<file path="src/rtl/rhs_stim_axil_regs.sv">
// AXI4-Lite register file for the RHS stimulation/recording controller.
// Holds sequencer configuration and turns CTRL mode bits into command pulses.
module rhs_stim_axil_regs #(
  parameter int unsigned ADDR_WIDTH = 6,
  parameter int unsigned DATA_WIDTH = 32,
  parameter int unsigned CH_BITS    = 5
) (
  input  logic                    rhs_aclk,
  input  logic                    rhs_areset,
  input  logic [ADDR_WIDTH-1:0]   s_axi_awaddr,
  input  logic [2:0]              s_axi_awprot,
  input  logic                    s_axi_awvalid,
  output logic                    s_axi_awready,
  input  logic [DATA_WIDTH-1:0]   s_axi_wdata,
  input  logic [DATA_WIDTH/8-1:0] s_axi_wstrb,
  input  logic                    s_axi_wvalid,
  output logic                    s_axi_wready,
  output logic [1:0]              s_axi_bresp,
  output logic                    s_axi_bvalid,
  input  logic                    s_axi_bready,
  input  logic [ADDR_WIDTH-1:0]   s_axi_araddr,
  input  logic [2:0]              s_axi_arprot,
  input  logic                    s_axi_arvalid,
  output logic                    s_axi_arready,
  output logic [DATA_WIDTH-1:0]   s_axi_rdata,
  output logic [1:0]              s_axi_rresp,
  output logic                    s_axi_rvalid,
  input  logic                    s_axi_rready,
  output logic [31:0]             stim_mag,
  output logic [15:0]             pkt_len,
  output logic [7:0]              zc_cycle,
  output logic [1:0]              zc_scale,
  output logic [CH_BITS-1:0]      stim_pos_ch,
  output logic [CH_BITS-1:0]      stim_neg_ch,
  output logic                    stim_mono,
  output logic [15:0]             pulse_width,
  output logic [15:0]             ipd,
  output logic [7:0]              num_pulse,
  output logic                    loopback,
  output logic                    stim_en,
  output logic                    init_pulse,
  output logic                    mag_pulse,
  input  logic                    seq_busy,
  input  logic                    stim_active
);

  localparam logic [1:0]  RespOkay   = 2'b00;
  localparam logic [1:0]  RespSlverr = 2'b10;
  localparam logic [1:0]  RespDecerr = 2'b11;
  localparam logic [3:0]  IdxStatus  = 4'd8;
  localparam logic [3:0]  IdxMagic   = 4'd9;
  localparam logic [31:0] Magic      = 32'h5248_5331;
  localparam logic [31:0] ChanMask   = 32'((64'd1 << (2 * CH_BITS + 1)) - 64'd1);

  function automatic logic [31:0] field_mask(input logic [2:0] idx);
    case (idx)
      3'd0:    field_mask = 32'h0000_003F;
      3'd1:    field_mask = 32'hFFFF_FFFF;
      3'd2:    field_mask = 32'h0000_FFFF;
      3'd3:    field_mask = 32'h0000_03FF;
      3'd4:    field_mask = ChanMask;
      3'd5:    field_mask = 32'h0000_FFFF;
      3'd6:    field_mask = 32'h0000_FFFF;
      default: field_mask = 32'h0000_00FF;
    endcase
  endfunction

  logic        ready_q;
  logic        aw_full_q, w_full_q, bvalid_q, rvalid_q, err_q;
  logic [3:0]  aw_idx_q;
  logic [31:0] w_data_q, rdata_q;
  logic [3:0]  w_strb_q;
  logic [1:0]  bresp_q, rresp_q, ctrl_dly_q;
  logic        init_pulse_q, mag_pulse_q;
  logic [31:0] cfg_q [8];

  logic        wr_fire, wr_store, wr_err_set, wr_err_clr;
  logic [1:0]  wr_resp, rd_resp;
  logic [31:0] strb_mask, wr_merged, rd_data;
  logic [3:0]  rd_idx;
  logic        unused_bits;

  assign unused_bits = ^{s_axi_awprot, s_axi_arprot, s_axi_awaddr[1:0], s_axi_araddr[1:0]};

  assign s_axi_awready = ready_q & ~aw_full_q & ~bvalid_q;
  assign s_axi_wready  = ready_q & ~w_full_q & ~bvalid_q;
  assign s_axi_arready = ready_q & ~rvalid_q;
  assign s_axi_bvalid  = bvalid_q;
  assign s_axi_bresp   = bresp_q;
  assign s_axi_rvalid  = rvalid_q;
  assign s_axi_rresp   = rresp_q;
  assign s_axi_rdata   = rdata_q;

  assign wr_fire   = aw_full_q & w_full_q & ~bvalid_q;
  assign strb_mask = {{8{w_strb_q[3]}}, {8{w_strb_q[2]}}, {8{w_strb_q[1]}}, {8{w_strb_q[0]}}};
  assign wr_merged = ((cfg_q[aw_idx_q[2:0]] & ~strb_mask) | (w_data_q & strb_mask))
                     & field_mask(aw_idx_q[2:0]);
  assign rd_idx    = s_axi_araddr[5:2];

  // CTRL stays writable under stim_active so software can always stop stimulation.
  always_comb begin
    wr_resp    = RespOkay;
    wr_store   = 1'b0;
    wr_err_set = 1'b0;
    wr_err_clr = 1'b0;
    if (!aw_idx_q[3]) begin
      if (aw_idx_q == 4'd0) begin
        wr_store   = 1'b1;
        wr_err_clr = w_strb_q[3] & w_data_q[31];
      end else if (stim_active) begin
        wr_resp = RespSlverr;
      end else begin
        wr_store = 1'b1;
      end
    end else if (aw_idx_q == IdxStatus || aw_idx_q == IdxMagic) begin
      wr_resp    = RespSlverr;
      wr_err_set = 1'b1;
    end else begin
      wr_resp = RespDecerr;
    end
  end

  always_comb begin
    rd_data = '0;
    rd_resp = RespOkay;
    if (!rd_idx[3])               rd_data = cfg_q[rd_idx[2:0]];
    else if (rd_idx == IdxStatus) rd_data = {29'd0, err_q, stim_active, seq_busy};
    else if (rd_idx == IdxMagic)  rd_data = Magic;
    else                          rd_resp = RespDecerr;
  end

  always_ff @(posedge rhs_aclk) begin
    if (rhs_areset) begin
      ready_q      <= 1'b0;
      aw_full_q    <= 1'b0;
      w_full_q     <= 1'b0;
      bvalid_q     <= 1'b0;
      rvalid_q     <= 1'b0;
      err_q        <= 1'b0;
      aw_idx_q     <= '0;
      w_data_q     <= '0;
      w_strb_q     <= '0;
      rdata_q      <= '0;
      bresp_q      <= RespOkay;
      rresp_q      <= RespOkay;
      ctrl_dly_q   <= '0;
      init_pulse_q <= 1'b0;
      mag_pulse_q  <= 1'b0;
      for (int i = 0; i < 8; i++) cfg_q[i] <= (i == 2) ? 32'd1 : 32'd0;
    end else begin
      ready_q <= 1'b1;
      if (s_axi_awvalid && s_axi_awready) begin
        aw_full_q <= 1'b1;
        aw_idx_q  <= s_axi_awaddr[5:2];
      end
      if (s_axi_wvalid && s_axi_wready) begin
        w_full_q <= 1'b1;
        w_data_q <= s_axi_wdata;
        w_strb_q <= s_axi_wstrb;
      end
      if (wr_fire) begin
        bvalid_q <= 1'b1;
        bresp_q  <= wr_resp;
        if (wr_store) cfg_q[aw_idx_q[2:0]] <= wr_merged;
        if (wr_err_set)      err_q <= 1'b1;
        else if (wr_err_clr) err_q <= 1'b0;
      end
      if (bvalid_q && s_axi_bready) begin
        bvalid_q  <= 1'b0;
        aw_full_q <= 1'b0;
        w_full_q  <= 1'b0;
      end
      // Read data is captured at accept, so a same-cycle write is not yet visible.
      if (s_axi_arvalid && s_axi_arready) begin
        rvalid_q <= 1'b1;
        rdata_q  <= rd_data;
        rresp_q  <= rd_resp;
      end else if (rvalid_q && s_axi_rready) begin
        rvalid_q <= 1'b0;
      end
      ctrl_dly_q   <= cfg_q[0][2:1];
      init_pulse_q <= cfg_q[0][1] & ~ctrl_dly_q[0];
      mag_pulse_q  <= cfg_q[0][2] & ~ctrl_dly_q[1];
    end
  end

  assign stim_mag    = cfg_q[1];
  assign pkt_len     = cfg_q[2][15:0];
  assign zc_cycle    = cfg_q[3][7:0];
  assign zc_scale    = cfg_q[3][9:8];
  assign stim_pos_ch = cfg_q[4][CH_BITS-1:0];
  assign stim_neg_ch = cfg_q[4][2*CH_BITS-1:CH_BITS];
  assign stim_mono   = cfg_q[4][2*CH_BITS];
  assign pulse_width = cfg_q[5][15:0];
  assign ipd         = cfg_q[6][15:0];
  assign num_pulse   = cfg_q[7][7:0];
  assign loopback    = cfg_q[0][5];
  assign stim_en     = cfg_q[0][3];
  assign init_pulse  = init_pulse_q;
  assign mag_pulse   = mag_pulse_q;

endmodule

</file>
<file path="config.mk">
export PLATFORM = sky130hd
export DESIGN_NAME = rhs_stim_axil_regs
export DESIGN_NICKNAME = d
export VERILOG_FILES = /design/src/rtl/rhs_stim_axil_regs.sv
export SDC_FILE = /design/constraint.sdc
export NUM_CORES = 1
export LEC_CHECK = 0
export CELL_PAD_IN_SITES_DETAIL_PLACEMENT = 1
export CELL_PAD_IN_SITES_GLOBAL_PLACEMENT = 1
export CORE_MARGIN = 3
export CORE_UTILIZATION = 57
export CTS_CLUSTER_SIZE = 8
export DETAILED_ROUTE_END_ITERATION = 16
export DONT_BUFFER_PORTS = 1
export PLACE_DENSITY = 0.88
export SKIP_LAST_GASP = 1
export SLEW_MARGIN = 25
export SYNTH_ARGS = -nofsm -noshare
export SYNTH_HDL_FRONTEND = slang
export SYNTH_SLANG_ARGS = --single-unit
</file>
<file path="constraint.sdc">
create_clock -name rhs_aclk -period 4.7 [get_ports rhs_aclk]
set_input_delay 0.94 -clock rhs_aclk [delete_from_list [all_inputs] [get_ports rhs_aclk]]
set_output_delay 0.94 -clock rhs_aclk [all_outputs]
set_load 0.01 [all_outputs]
</file>
==> results.ini, run 1 <==
[status]
outcome=finished, final reports clean

[synth]
synthArstFlopShare=0
avgSynthCellArea_um2=14.0
synth_top_area_frac=0.470
yosysTopAreaCell=edfxtp_1
yosys.area_share.simple=0.0752
synth_xor_area_frac=0
yosysWarnings=0
syn-cell-area_um2=16400
synth-adder-area-share=0
synth_ff_type=edfxtp_1
synth_top_family_by_area=multiplexers
syn_inst=1166
synth_mux_area_frac=0.207
synth_cell_types=50
synth_area_leaders=edfxtp_1 47%, dfxtp_1 11%, mux4_2 8.5%
synth-edff-count=256
seq_area_frac_synth=0.577
synth-compound-area-share=0.0743
synth_seq_cells=344

[worst_setup_path]
crit_chain=nand3b_1 -> or4_1 -> nand2_1 -> buf_12
crit_path_end_kind=register
crit_path_start_kind=register
path_class=reg -> reg
crit_fanout=23
cp.required_ns=4.93
cpLargestDelayFamily=simple AND/OR/NAND/NOR gates
arrival_ns=3.29
slowest_stage=or4_1
critPathMaxStageDelay_ns=0.84
crit_buf_inv=1

[clock_tree]
ctsResizeCount=0
cts.sinks=344
htree_levels=2
numCtsBuffers=48
cts_tree=built
clk_pin_slew_ns=0.05
clk_path_buf_depth=3
postCtsSetupBuffers=0
postCtsHoldBufs=0
clock-root-buffer=clkbuf_16
clock_latency_ns=0.56

[global_route]
met1_usage=0.407
grt_pass1_vias=11900
use_met2=0.593
use_met3=0.105
top_usage_layer=met2
grt_pass1_wl_um=78900
grt_overflow=0
grt_max_degree=97
grt_util_all_layers=0.350
antenna_found_initial=1

[drt]
drt_first_pass_iters=6
vias_per_cell=6.71
drt_iter0_drc=1372
drc=0
wl_per_cell_um=33.1
routed_wl_um=54100
ant_nets=0
vias=11000

[floorplan]
die_h_um=175
core_area_um2=28000
rows=61
ios=217
die-area_um2=30800
die_w_um=175
start_util=0.584

[placed_design]
dp.cells=1549
hpwl_um=32700
placed_area_um2=16600
post-place-ws_ns=1.47
io_buffers=0
gp_congestion=0.855

[cells_and_area]
final_cells=1637
drive_gt1_frac=0.156
num_antenna_cells=0
nNetsFinal=1284
syn2layout_area_growth_pct=9.68
design_area_um2=17900

[sta]
drv_slew=0
relSlewSlack=0.326
fmax_ghz=0.326
skew_ns=0.0301
final_hold_viol_count=0
setup_viol_count_final=0
rsz0062_at_grt=no
holdWs_ns=0.387
setup_ws_ns=1.63
worst_pin_slew_ns=1.01
fin_crit_ns=3.07
fin_tns_setup_ns=0
min_period_over_period=0.652

[run]
maxCapViolCount=0

[power]
p_leak_uw=0.00637
ir_drop_uv=253
powerDensity_nw_per_um2=417

[min_path]
hp-class=reg -> reg

-- layout make-up --
type | count | area (um2)
clock buffers | 86 | 1340
clock inverters | 2 | 25.0
fillers | 2662 | 10100
inverters | 6 | 22.5
multi-input cells | 800 | 6400
flip-flops and latches | 344 | 9460
well taps | 378 | 473
repair buffers | 21 | 220
-- layout by cell type, fill, tap and decap left out, types with 12 or more instances in the layout --
cell type	instances
a21oi_1	73
a221oi_1	12
a22oi_1	18
buf_4	16
clkbuf_1	38
clkbuf_16	48
conb_1	141
dfxtp_1	85
edfxtp_1	256
mux2_2	18
mux2i_1	80
mux4_1	37
mux4_2	62
nand2_1	102
nor2_1	96
nor3_1	24
o211ai_1	20
o21ai_0	28
-- flip-flops by register name, indices dropped and copies added (netlist names), named ones only --
name and flops:
s_axi_bvalid 1, s_axi_rdata 32, mag_pulse 1, aw_idx_q 4, s_axi_rresp 1, w_strb_q 4
cfg_q 256, init_pulse 1, s_axi_bresp 2, aw_full_q 1, w_data_q 32, err_q 1
s_axi_rvalid 1, ctrl_dly_q 2, w_full_q 1, ready_q 1
-- path summary, 6_finish.rpt --
check	startpoint	endpoint	slack, ns	cells past startpoint
worst min register to register	ctrl_dly_q[1]$_SDFF_PP0_	mag_pulse$_SDFF_PP0_	0.39	1
worst min-delay path	ctrl_dly_q[1]$_SDFF_PP0_	mag_pulse$_SDFF_PP0_	0.39	1
worst max register to register	s_axi_bvalid$_SDFFE_PP0P_	cfg_q[0][15]$_SDFFCE_PN0P_	1.63	4
worst max-delay path	s_axi_bvalid$_SDFFE_PP0P_	cfg_q[0][15]$_SDFFCE_PN0P_	1.63	4
-- report_power, final --
group / switching [uW] / internal [uW] / total [uW]
clock: 1310 / 1910 / 3220
sequential: 185 / 3440 / 3630
combinational: 363 / 268 / 631
-- synth_stat cells, types with 3 or more instances --
master,n
a21oi_1,73
nor3_1,24
nand2_1,106
mux2_2,18
o22ai_2,4
mux4_1,37
nand3b_1,3
nor2_1,96
o22a_1,10
nand2b_1,5
or2_2,4
edfxtp_1,256
inv_1,5
o211ai_1,20
buf_6,13
o21a_1,3
nor2b_1,9
buf_2,21
mux2i_1,80
a221oi_1,12
a22oi_1,18
clkbuf_1,31
buf_4,89
mux4_2,62
dfxtp_1,88
o21ai_0,28
o21ai_2,10
nor3b_1,3
nor2_2,8
and2_1,4
-- metal layers --
layer,vias to the layer above,wire length [um]
li1,4375,-
met4,2,2930
met1,5584,18100
met3,196,6320
met5,-,13
met2,834,26800
-- cell families (layout without fill, tap and decap cells) --
logic type | Yosys count | in the layout
multiplexers | 198 | 198
AND/OR/NAND/NOR | 275 | 275
buffers and inverters | 162 | 115
AO/OA/AOI/OAI | 186 | 186
flip-flops | 344 | 344
other | 1 | 141
-- metrics by stage --
stage	total power, uW	utilization
2_1_floorplan	4110	-
3_3_place_gp	4220	0.590
3_5_place_dp	4280	0.592
4_1_cts	7470	0.641
5_1_grt	7690	0.641
6_report	7480	0.641
Note: power is estimated with default switching activity, not from simulation.
==> run 2, diff against run 1 <==
CORE_UTILIZATION = 53   (was 57)
PLACE_DENSITY = 0.83   (was 0.88)
clock period = 3.2 ns   (was 4.7 ns; I/O delays follow)
==> run 2 against run 1 <==
Non-clock buffer count grew 15. Clock skew decreased by 0.014 ns. Die area grew 7.3%. Total power rose by 47%. Final area grew 0.73%. Final cell count is 1.7% higher. Routed wire length fell by 6.0%. Critical path type unchanged. Critical endpoint is now cfg_q[0][4]$_SDFFCE_PN0P_. Largest power group unchanged. Highest routed layer unchanged.
==> results.ini, run 2 (synthesized netlist as in run 1, its figures left out) <==
[sta]
rsz0062_at_grt=no
min_period_over_period=0.836
fin_crit_ns=2.67
skew_ns=0.0163
drv_slew=0
fin_tns_setup_ns=0
relSlewSlack=0.416
worst_pin_slew_ns=0.874
final_hold_viol_count=0
setup_viol_count_final=0
holdWs_ns=0.155
fmax_ghz=0.374

[clock_tree]
clock-root-buffer=clkbuf_16
clk_path_buf_depth=3
clock_latency_ns=0.55
htree_levels=2
ctsResizeCount=0
cts_tree=built
postCtsSetupBuffers=0
numCtsBuffers=48
postCtsHoldBufs=0
cts.sinks=344
clk_pin_slew_ns=0.06

[power]
powerDensity_nw_per_um2=607
p_leak_uw=0.00644
ir_drop_uv=427

[cells_and_area]
drive_gt1_frac=0.167
final_core_util=0.602
largest_reg_flops=256
layout_commonest_cell=edfxtp_1
nNetsFinal=1299
largest_register=cfg_q
design_area_um2=18100
syn2layout_area_growth_pct=10.5
num_antenna_cells=0
final_cells=1665
mostFrequentLayoutCells=256 x edfxtp_1, 141 x conb_1, 99 x nand2_1, 96 x nor2_1, 85 x dfxtp_1

[worst_setup_path]
crit_chain=nand3b_1 -> or4_1 -> nand2_2 -> buf_4
crit_path_end_kind=register
arrival_ns=2.85
path_class=reg -> reg
rr_worst_depth=4
crit_path_start_kind=register
cp.required_ns=3.38
timing.rr.end=cfg_q[0][4]$_SDFFCE_PN0P_
reg2reg_slack_ns=0.53
slowest_stage=or4_1
regToRegStartpoint=s_axi_bvalid$_SDFFE_PP0P_
crit_fanout=19
critPathMaxStageDelay_ns=0.85

[global_route]
grt_pass1_vias=11600
grt_util_all_layers=0.304
grt_pass1_wl_um=74900
grt_max_degree=97
antenna_found_initial=2
grt_overflow=0

[drt]
wl_per_cell_um=30.5
ant_nets=0
drt_first_pass_iters=7
vias=10700
drc=0
drt_iter0_drc=1070
routed_wl_um=50900
vias_per_cell=6.41

[placed_design]
hpwl_um=32000
placed_area_um2=16700
gp_congestion=0.810
io_buffers=0
dp.cells=1576

[floorplan]
rows=63
ios=217
core_area_um2=30000
die_h_um=182
die_w_um=182
die-area_um2=33000
start_util=0.545

[min_path]
whs_endpoint=s_axi_bvalid$_SDFFE_PP0P_
holdPathStages=1
hp-start=rhs_areset
hp-class=in -> reg

[status]
outcome=finished, final reports clean

[run]
maxCapViolCount=0

## run 2: critical path, delay by kind of cell, from the launching register on
family,cells,cell delay (ns)
buffers and inverters,1,0.41
DFF,1,0.39
and+or+nand+nor,3,1.49
## run 2: stage by stage
stage | worst slack, ns | total power [uW]
6_report | 0.526 | 11000
5_1_grt | 0.446 | 11300
4_1_cts | 0.563 | 11000
3_5_place_dp | 0.600 | 6270
3_3_place_gp | 0.682 | 6210
2_1_floorplan | 0.468 | 6040
## run 2: how the worst max path moves through the flow
stage / start / to / slack (ns) / cells past startpoint
5_1_grt: s_axi_bvalid$_SDFFE_PP0P_ / cfg_q[0][4]$_SDFFCE_PN0P_ / 0.45 / 4
3_3_place_gp: s_axi_bvalid$_SDFFE_PP0P_ / cfg_q[0][13]$_SDFFCE_PN0P_ / 0.68 / 4
2_1_floorplan: stim_active / cfg_q[2][0]$_SDFFCE_PN1P_ / 0.47 / 5
3_5_place_dp: s_axi_bvalid$_SDFFE_PP0P_ / cfg_q[0][15]$_SDFFCE_PN0P_ / 0.60 / 4
6_report: s_axi_bvalid$_SDFFE_PP0P_ / cfg_q[0][4]$_SDFFCE_PN0P_ / 0.53 / 4
4_1_cts: s_axi_bvalid$_SDFFE_PP0P_ / cfg_q[0][4]$_SDFFCE_PN0P_ / 0.56 / 4
## run 2: power by group
part / internal, uW / switching [uW]
sequential: 5060 / 247
combinational: 401 / 514
clock: 2820 / 1920
## run 2: final cells by class
type	instances	area, um2
fill	2884	12000
sequential	344	9460
multi-input combinational	800	6390
clock buffer	86	1340
tap	390	488
timing repair buffer	36	333
clock inverter	3	47.5
inverter	6	22.5
## run 2: per-layer routing
metal,global-route usage,share of wire
met1,0.370,0.36
met5,0,0.00026
met3,0.0779,0.095
met2,0.515,0.49
met4,0.135,0.048
==> run 3, diff against run 2 <==
clock period = 2.51 ns   (was 3.2 ns; I/O delays follow)
==> run 3 against run 2 <==
Fmax rose by 20%. Critical path depth up 1. Sequential share of layout area shrank 0.41 points. Utilization increased by 0.48 points. Non-clock buffer count increased by 13. Routed wire length grew 3.9%. Combinational power rose by 34%. Clock power rose by 27%. Critical path type unchanged.
==> results.ini, run 3 (synthesized netlist as in run 1, its figures left out) <==
[worst_setup_path]
crit_fanout=27
critPathMaxStageDelay_ns=0.81
reg2reg_slack_ns=0.28
path_class=reg -> reg
slowest_stage=dfxtp_2
cpLargestDelayFamily=flip-flops
rr_worst_depth=5
crit_path_start_kind=register
cp.required_ns=2.78
crit_path_end_kind=register
arrival_ns=2.50
crit_buf_inv=1
timing.rr.end=cfg_q[1][22]$_SDFFCE_PN0P_
crit_chain=buf_12 -> mux4_2 -> mux2_2 -> mux2i_1 -> nor2_1

[floorplan]
core_area_um2=30000
rows=63
die_h_um=182
die_w_um=182
die-area_um2=33000
start_util=0.545
ios=217

[cells_and_area]
largest_reg_flops=256
final_cells=1677
nNetsFinal=1312
design_area_um2=18200
largest_register=cfg_q
mostFrequentLayoutCells=256 x edfxtp_1, 141 x conb_1, 98 x nand2_1, 96 x nor2_1, 85 x dfxtp_1
drive_gt1_frac=0.175
num_antenna_cells=0
syn2layout_area_growth_pct=11.4
layout_commonest_cell=edfxtp_1

[sta]
skew_ns=0.0205
fin_crit_ns=2.23
relSlewSlack=0.467
min_period_over_period=0.890
fmax_ghz=0.448
rsz0062_at_grt=no
final_hold_viol_count=0
worst_pin_slew_ns=0.791
setup_viol_count_final=0
fin_tns_setup_ns=0
drv_slew=0

[global_route]
grt_util_all_layers=0.318
grt_overflow=0
grt_pass1_wl_um=77700
grt_pass1_vias=11700
grt_max_degree=97
antenna_found_initial=0

[placed_design]
hpwl_um=33800
io_buffers=0
placed_area_um2=16800
dp.cells=1589
gp_congestion=0.822

[clock_tree]
clock_latency_ns=0.55
postCtsHoldBufs=0
clock-root-buffer=clkbuf_16
cts_tree=built
clk_pin_slew_ns=0.05
clk_path_buf_depth=3
postCtsSetupBuffers=0
numCtsBuffers=48
ctsResizeCount=0
htree_levels=2
cts.sinks=344

[drt]
vias_per_cell=6.40
drc=0
routed_wl_um=52900
wl_per_cell_um=31.5
ant_nets=0
drt_first_pass_iters=5
drt_iter0_drc=1016
vias=10700

[power]
powerDensity_nw_per_um2=768
p_leak_uw=0.00652
total_power_uw=14000
ir_drop_uv=540

[min_path]
holdPathStages=1
hp-class=in -> reg
hp-start=rhs_areset
whs_endpoint=w_data_q[9]$_SDFFE_PP0P_

[status]
outcome=finished, final reports clean

[run]
maxCapViolCount=0

run 3: cell count changes in the layout (fill, tap and decap cells not counted):
cell       delta
nand2_1       -1
inv_6         -2
clkbuf_1      +1
clkbuf_16     +1
buf_12        +5
clkinv_16     -1
buf_4         +8
nand2_2       +1
run 3: metrics by stage:
| stage | util | setup WS (ns) | hold slack, ns |
|---|---|---|---|
| 6_report | 0.607 | 0.276 | 0.0381 |
| 5_1_grt | 0.607 | 0.244 | 0.0187 |
| 3_5_place_dp | 0.561 | 0.295 | 0.383 |
| 4_1_cts | 0.607 | 0.261 | 0.0152 |
| 3_3_place_gp | 0.561 | 0.383 | 0.375 |
| 2_1_floorplan | - | 0.0151 | 0.367 |
run 3: metal layers:
metal	vias to the layer above	global-route usage	part of all wire
li1	4443	-	-
met3	158	0.0867	0.096
met2	580	0.553	0.51
met4	0	0.133	0.044
met1	5555	0.372	0.35
met5	-	0	0
run 3: worst max path at each step:
stage	slack, ns	cells past startpoint	end
CTS	0.26	5	cfg_q[1][22]$_SDFFCE_PN0P_
finish	0.28	5	cfg_q[1][22]$_SDFFCE_PN0P_
floorplan	0.02	5	cfg_q[4][0]$_SDFFCE_PN0P_
detailed placement	0.29	5	cfg_q[1][29]$_SDFFCE_PN0P_
global placement	0.38	5	cfg_q[1][22]$_SDFFCE_PN0P_
global route	0.24	5	cfg_q[1][22]$_SDFFCE_PN0P_
run 3: layout make-up:
| type | instances | area, um2 |
|---|---|---|
| multi-input cells | 800 | 6390 |
| repair buffers | 49 | 493 |
| flip-flops and latches | 344 | 9460 |
| fillers | 2913 | 11800 |
| inverters | 6 | 22.5 |
| well taps | 390 | 488 |
| clock buffers | 88 | 1370 |
run 3: worst register-to-register path, cell delays in order, from the launching register on:
cell and delay [ns]:
dfxtp_2 0.81, buf_12 0.30, mux4_2 0.35, mux2_2 0.31
mux2i_1 0.14, nor2_1 0.06
run 3: power by group:
group	switching, uW	leakage, uW	internal [uW]
Clock	2370	0.000650	3630
Sequential	310	0.00328	6450
Combinational	693	0.00259	536
